==> config.mk <==
export PLATFORM = sky130hd
export DESIGN_NAME = egress_port
export DESIGN_NICKNAME = d
export VERILOG_FILES = /design/src/rtl/packet_pkg.sv /design/src/rtl/egress_queue.sv /design/src/rtl/egress_port.sv
export SDC_FILE = /design/constraint.sdc
export NUM_CORES = 1
export LEC_CHECK = 0
export CAP_MARGIN = 20
export CORE_UTILIZATION = 30
export CTS_CLUSTER_SIZE = 24
export DETAILED_ROUTE_END_ITERATION = 8
export PLACE_DENSITY = 0.49
export SLEW_MARGIN = 5
export SYNTH_ARGS = -nofsm -noshare
export SYNTH_HDL_FRONTEND = slang
export SYNTH_SLANG_ARGS = --single-unit
==> constraint.sdc <==
create_clock -name clk -period 4.8 [get_ports clk]
set_input_delay 1.44 -clock clk [delete_from_list [all_inputs] [get_ports clk]]
set_output_delay 1.44 -clock clk [all_outputs]
set_load 0.02 [all_outputs]
==> src/rtl/packet_pkg.sv <==
// rtl/packet_pkg.sv - packet layout, type codes and egress state encoding
package packet_pkg;

    localparam int PACKET_WIDTH = 16;
    localparam int SRC_LSB      = 0;
    localparam int SRC_W        = 4;
    localparam int TGT_LSB      = 4;
    localparam int TGT_W        = 4;
    localparam int TYPE_LSB     = 8;
    localparam int TYPE_W       = 2;
    localparam int PAY_LSB      = 10;
    localparam int PAY_W        = 6;

    typedef logic [PACKET_WIDTH-1:0] packet_t;

    typedef enum logic [1:0] {
        PKT_DATA = 2'd0,
        PKT_CTRL = 2'd1,
        PKT_MGMT = 2'd2,
        PKT_RSVD = 2'd3
    } pkt_type_e;

    typedef enum logic [1:0] {
        EGR_EMPTY   = 2'd0,
        EGR_PARTIAL = 2'd1,
        EGR_FULL    = 2'd2
    } egr_state_e;

    function automatic logic [TGT_W-1:0] pkt_target(input packet_t pkt);
        return pkt[TGT_LSB +: TGT_W];
    endfunction

endpackage

==> src/rtl/egress_queue.sv <==
// rtl/egress_queue.sv - packet FIFO storage with wrapping pointers and occupancy count
module egress_queue
    import packet_pkg::*;
#(
    parameter  int DEPTH = 4,
    localparam int AW    = $clog2(DEPTH)
) (
    input  logic          clk,
    input  logic          rst_n,
    input  logic          push,
    input  logic          pop,
    input  logic          clear,
    input  packet_t       push_data,
    output packet_t       head,
    output logic [AW:0]   count
);

    packet_t         mem [DEPTH];
    logic [AW-1:0]   wr_ptr;
    logic [AW-1:0]   rd_ptr;

    // DEPTH is a power of two, so pointer overflow is the modulo wrap
    always_ff @(posedge clk or negedge rst_n) begin
        if (!rst_n) begin
            wr_ptr <= '0;
            rd_ptr <= '0;
            count  <= '0;
        end else if (clear) begin
            wr_ptr <= '0;
            rd_ptr <= '0;
            count  <= '0;
        end else begin
            if (push) wr_ptr <= wr_ptr + 1'b1;
            if (pop)  rd_ptr <= rd_ptr + 1'b1;
            case ({push, pop})
                2'b10:   count <= count + 1'b1;
                2'b01:   count <= count - 1'b1;
                default: count <= count;
            endcase
        end
    end

    always_ff @(posedge clk) begin
        if (push && !clear) mem[wr_ptr] <= push_data;
    end

    assign head = mem[rd_ptr];

endmodule

==> src/rtl/egress_port.sv <==
// rtl/egress_port.sv - switch egress: route check, output queue FSM, delivery counters
module egress_port
    import packet_pkg::*;
#(
    parameter int PORT_ID   = 0,
    parameter int EGR_DEPTH = 4
) (
    input  logic                    clk,
    input  logic                    rst_n,
    input  logic                    in_valid,
    input  logic [PACKET_WIDTH-1:0] in_pkt,
    output logic                    in_ready,
    output logic                    out_valid,
    output logic [PACKET_WIDTH-1:0] out_pkt,
    input  logic                    out_ready,
    input  logic                    flush,
    output logic                    misroute_err,
    output logic [15:0]             tx_count,
    output logic [15:0]             misroute_count
);

    localparam int               CW          = $clog2(EGR_DEPTH) + 1;
    localparam logic [CW-1:0]    CNT_ALMOST  = CW'(EGR_DEPTH - 1);
    localparam logic [CW-1:0]    CNT_ONE     = CW'(1);

    egr_state_e       state;
    egr_state_e       state_next;
    logic             ready_en;
    logic             in_xfer;
    logic             out_xfer;
    logic             route_ok;
    logic             push;
    logic             pop;
    logic             misroute;
    logic [TGT_W-1:0] target;
    packet_t          head;
    logic [CW-1:0]    count;

    assign target    = pkt_target(in_pkt);
    assign route_ok  = target[PORT_ID];
    assign out_valid = (state != EGR_EMPTY);
    assign out_xfer  = out_valid && out_ready;
    // ready_en keeps in_ready low through reset and until the first edge after release
    assign in_ready  = ready_en && !flush && ((state != EGR_FULL) || out_xfer);
    assign in_xfer   = in_valid && in_ready;
    assign push      = in_xfer && route_ok;
    assign misroute  = in_xfer && !route_ok;
    assign pop       = out_xfer;
    assign out_pkt   = out_valid ? head : '0;

    egress_queue #(.DEPTH(EGR_DEPTH)) u_queue (
        .clk       (clk),
        .rst_n     (rst_n),
        .push      (push),
        .pop       (pop),
        .clear     (flush),
        .push_data (in_pkt),
        .head      (head),
        .count     (count)
    );

    always_ff @(posedge clk or negedge rst_n) begin
        if (!rst_n) state <= EGR_EMPTY;
        else        state <= state_next;
    end

    always_comb begin
        state_next = state;
        if (flush) begin
            state_next = EGR_EMPTY;
        end else begin
            case (state)
                EGR_EMPTY:   if (push) state_next = EGR_PARTIAL;
                EGR_PARTIAL: begin
                    if (push && !pop && count == CNT_ALMOST)   state_next = EGR_FULL;
                    else if (pop && !push && count == CNT_ONE) state_next = EGR_EMPTY;
                end
                EGR_FULL:    if (pop && !push) state_next = EGR_PARTIAL;
                default:     state_next = EGR_EMPTY;
            endcase
        end
    end

    always_ff @(posedge clk or negedge rst_n) begin
        if (!rst_n) begin
            ready_en       <= 1'b0;
            misroute_err   <= 1'b0;
            tx_count       <= '0;
            misroute_count <= '0;
        end else begin
            ready_en     <= 1'b1;
            misroute_err <= misroute;
            if (out_xfer && tx_count != 16'hFFFF)       tx_count       <= tx_count + 1'b1;
            if (misroute && misroute_count != 16'hFFFF) misroute_count <= misroute_count + 1'b1;
        end
    end

endmodule

### After elaboration in Yosys (flattened, before gate mapping)

Memories as Yosys holds them, arrays and structs flattened.
Index checks and enable logic that the tools add are counted.

* bits in registers: 43
* bits in latches: 0
* memory bits (writable): 64
* memory bits (read-only): 0
* bits of input ports: 21
* output and inout bits: 51
* word-level logic and storage cells: 66
* memories: 1

Memory list
* u_queue.mem: depth 4, bits a word 16, rd ports 1, clocked after Yosys merged registers in 0, write ports 1, RTL line egress_queue.sv:18 `packet_t mem [DEPTH];`

* add/sub/neg operators: 6
* multiply operators: 0
* divide/modulo/power cells: 0
* magnitude comparators: 0
* eq/ne operators: 12
* shifts and indexed selects: 0
* mux-type cells: 15
* bitwise operators: 0
* reduce and logical (&&, ||, !) cells: 24

Operator list (number)
* $add 16x1->16 const B: 2
* $ne 16x16->1 const B: 2
* $mux 2: 9
* $mux 16: 1
* $logic_and 1x1->1: 13
* $ne 3x3->1 const B: 2
* $pmux 2 s3: 1
* $pmux 3 s2: 1
* $reduce_bool 2->1: 3
* $add 2x1->2 const B: 2
* $eq 2x1->1 const B: 2
* $eq 2x2->1 const B: 2
* $logic_not 1->1: 4
* $ne 4x4->1 const B: 1
* $add 3x1->3 const B: 1
* $eq 3x1->1 const B: 1
* $eq 3x2->1 const B: 1
* $mux 3: 1
* $reduce_and 3->1: 1
* $reduce_bool 3->1: 1
* $sub 3x1->3 const B: 1
* $logic_not 2->1: 1
* $mux 1: 2
* $ne 2x2->1 const B: 1
* $logic_or 1x1->1: 1

### Logic depth before layout (Yosys ltp)

* depth after elaboration: 13
* mapped depth: 6
* mapped depth without buffers: 5

### Hierarchy

A second synthesis with hierarchy kept.

* cells, all modules: 318
* area total of the unflattened synthesis: 4797.1 um^2

By module, submodules not included
* egress_queue: instances 1, cells each 125, area an instance 2776.4 um^2, seq. area each 2097.0 um^2
* egress_port: instances 1, cells each 193, area an instance 2020.7 um^2, seq. area each 900.9 um^2

### Worst setup path before layout

No wires, ideal clock.

* path type: input to output
* from: in out_ready
* to: out in_ready
* data arrival time: 2090 ps
* data required time: 3360 ps
* path slack: 1270 ps
* cell stages on the path: 2
* path buffers: 0
* cells stage by stage: or3b_1 -> and3_1

* cells in the longest elaborated chain, start to end: 3

RTL lines
* start: declaration: RTL line egress_port.sv:15 `input logic out_ready,`
* $logic_and 1x1->1: RTL line egress_port.sv:42 `assign out_xfer = out_valid && out_ready;`
* $logic_or 1x1->1: RTL line egress_port.sv:44 `assign in_ready = ready_en && !flush && ((state != EGR_FULL) || out_xfer);`
* $logic_and 1x1->1: RTL line egress_port.sv:44
* end: declaration: RTL line egress_port.sv:12 `output logic in_ready,`

Every way passes these cells.

### Worst setup path in the final report

Same ends and word-level chain as after synthesis.

==> impl_summary.md <==
Layout
The top cell types in the final layout, fill and taps aside, are 70 x sky130_fd_sc_hd__clkdlybuf4s50_1, 64 x sky130_fd_sc_hd__edfxtp_1, 43 x sky130_fd_sc_hd__dfrtp_1. The synthesis-to-finish area growth is 27.3%. The share of the core filled with cells is 0.396. The net count reported at finish is 436.

The finished cells cover 6080 µm². The leading cell type in the layout, fill and taps excluded is sky130_fd_sc_hd__clkdlybuf4s50_1. The number of antenna diodes in the final layout is 0. In the final layout, the share of cells above drive strength 1 is 0.137.

Timing
The final-report hold violation count is 0. The transition at the pin with the smallest max-transition slack is 846 ps. Setup repair after global routing left no endpoint under its margin. Setup violations remaining at the end of the flow were counted as 0. The maximum operating frequency is 224 MHz. The clock period minus worst slack is 4460 ps.

For the final routed database, the setup TNS stands at 0 ps. The max-slew violation count was 0. The worst pin sits at a relative slew slack of 0.436. The share of the cycle needed by the critical path after routing is 0.929. The final worst clock skew is 7.46 ps. The final worst slack is 340 ps. The tightest hold margin is 497 ps.

Critical path
By startpoint and endpoint, the worst setup path is classified as in -> out. The data arrival time at the worst-slack endpoint is 3020 ps. The kind of start point of the critical path is a primary input. The worst-path maximum fanout is 4. STA classifies the critical path endpoint as an output port. For the worst setup path, the data required time is 3360 ps.

Floorplanning
The initial core utilization is 0.311. The die covers 16400 µm². The placeable core area is 15400 µm².

72 I/O pins were placed. The initialized floorplan defines 45 standard-cell rows. The floorplan step set the die height to about 130 µm. The die is 128 µm wide.

Drt
The starting DRC count in detailed routing is about 160. The number of nets with antenna violations after detailed routing is 0. The average wire length per cell after detail routing is 15.6 µm. For this run, the detailed router's first-pass iteration total came to 4. The via count is 2901. The total wire length after detailed routing is approximately 9.7 mm. The post-detailed-route via-to-cell ratio is 4.67. For this run, design rule violations remaining after detail routing come to 0.

Clocking
The clock tree from TritonCTS is yes. The number of buffers inserted by post-CTS setup repair is 0. The CTS clock-pin slew for the worst setup and hold paths is roughly 70 ps. The later pin in the worst-skew pair is clocked with a latency of 350 ps. The maximum level of the CTS H-tree is 3. No sink is reached through more buffers than the 2 on the longest clock path. The hold buffer count at cts is 0. Counting the buffers created by CTS gives 9. The root cell of the clock tree is sky130_fd_sc_hd__clkbuf_16.

The clock drives 107 sinks. The number of gates resized after cts is 0.

Run status
The run finished with clean final reports.

Flow run
The tool flagged a number of max-cap violations equal to 0.

GRT
The overall routing resource usage is 0.129. Summed over all layers, the global routing overflow is 0. The initial antenna violation count came to 0.

The wire length of the first global-routing pass is around 16 mm. The largest net degree at the start of global routing is between 40 and 50. The number of global-route vias before repair came to 2967.

Placed design
The congestion estimate from routability-driven global placement came to 0.750. After detailed placement, the total cell area comes to 5770 µm². The number of port buffers is 71. The final HPWL from detailed placement is 6.26 mm.

The pre-CTS setup slack is 348 ps.

Logic synthesis
Synthesis inferred 107 register bits. The number of flops mapped to enable cells by yosys is 64. For this run, asynchronously set or reset flops after synthesis account for 0.402.

The average cell area after synthesis is approximately 15 µm². Synthesis instantiated 55 different standard cells from the library. The gate count after technology mapping is 322.

The count of warnings emitted by yosys is 0. Synthesis produced a netlist with a net count of 353. Of the synthesized area, sequential elements account for 0.627.

The post-synthesis instance area is around 4800 µm². In the synthesized netlist the dominant register cell turns out to be sky130_fd_sc_hd__edfxtp_1.

Power and ir drop
The leakage dissipation is between 2 and 2.5 nW. The worst-case vdd ir drop is about 0.00021 V. Dividing total power by cell area gives a power density of 337 nW/µm².

Worst hold path
The min-delay analysis places its worst path in the category reg -> reg.
## logic make-up after synthesis
logic type,after synthesis,share of synthesized area
buf+inv,19,0.0175
flops,107,0.627
simple gates,111,0.151
fa+ha+maj,11,0.0283
other cells,1,0.000785
compound gates,19,0.0283
mux,19,0.0822
xor+xnor,35,0.0642
## power breakdown
part / switching [mW] / total (mW) / internal, mW
registers: 0.0515 / 1.06 / 1.01
clock network: 0.332 / 0.741 / 0.409
logic: 0.124 / 0.245 / 0.121
## cell usage after synthesis, drive strengths merged (2+ instances only)
library cell | number | area [µm²]
and2 | 4 | 25.0
nand3 | 16 | 80.1
nand3b | 2 | 15.0
a21oi | 3 | 15.0
and3 | 7 | 43.8
clkbuf | 3 | 11.3
nor2b | 16 | 100
nor4b | 3 | 38.8
nand2 | 11 | 41.3
a211oi | 2 | 15.0
edfxtp | 64 | 1920
nand4 | 11 | 75.1
inv | 10 | 37.5
nor3b | 3 | 38.8
or2 | 2 | 12.5
a311oi | 2 | 17.5
or4 | 3 | 30.0
mux4 | 16 | 360
xnor2 | 16 | 140
nand4b | 2 | 17.5
dfrtp | 43 | 1080
mux2 | 2 | 22.5
buf | 6 | 35.0
o31ai | 2 | 15.0
o21ai | 4 | 23.8
ha | 10 | 125
nor4 | 8 | 83.8
nor2 | 9 | 33.8
or3 | 2 | 17.5
nor3 | 9 | 45.0
xor2 | 19 | 166
## stage by stage
step	power (mW)	std cells
after detailed placement	1.33	604
after CTS	2.09	620
after global routing	2.15	621
after global placement	1.33	604
final	2.05	621
after floorplan	1.19	322
## final timing paths
kind	start	end	slack, ps	cells after the start
worst max register to register	misroute_count[0]	misroute_count[10]	2730	5
max in group asynchronous	rst_n	misroute_count[11]	3390	2
worst min-delay path	misroute_count[15]	misroute_count[15]	500	1
worst max-delay path	out_ready	in_ready	340	4
min in group asynchronous	rst_n	tx_count[15]	940	1
worst min register to register	misroute_count[15]	misroute_count[15]	500	1
## worst max-delay path, cell delays in order
cell and delay, ps:
sky130_fd_sc_hd__clkdlybuf4s50_1 420, sky130_fd_sc_hd__or3b_1 420, sky130_fd_sc_hd__and3_1 210, sky130_fd_sc_hd__clkdlybuf4s50_1 530
## layout make-up
class,count,area [µm²]
clock inverter,5,61.3
sequential,107,3000
inverter,10,37.5
multi-input combinational,196,1700
fill,1457,9290
timing repair buffer,81,793
clock buffer,11,233
tap,211,264
## routing by layer
layer  share of wire  global-route usage
met5               0                   0
met4           0.010              0.0394
met3           0.048              0.0451
met2            0.47               0.198
met1            0.47               0.170
## registers in the layout, indices dropped and copies added, names as in the netlist
register	count
u_queue.wr_ptr	2
u_queue.count	3
ready_en	1
misroute_count	16
u_queue.rd_ptr	2
u_queue.mem	64
misroute_err	1
state	2
tx_count	16
Power figures use the tool's default switching activity.
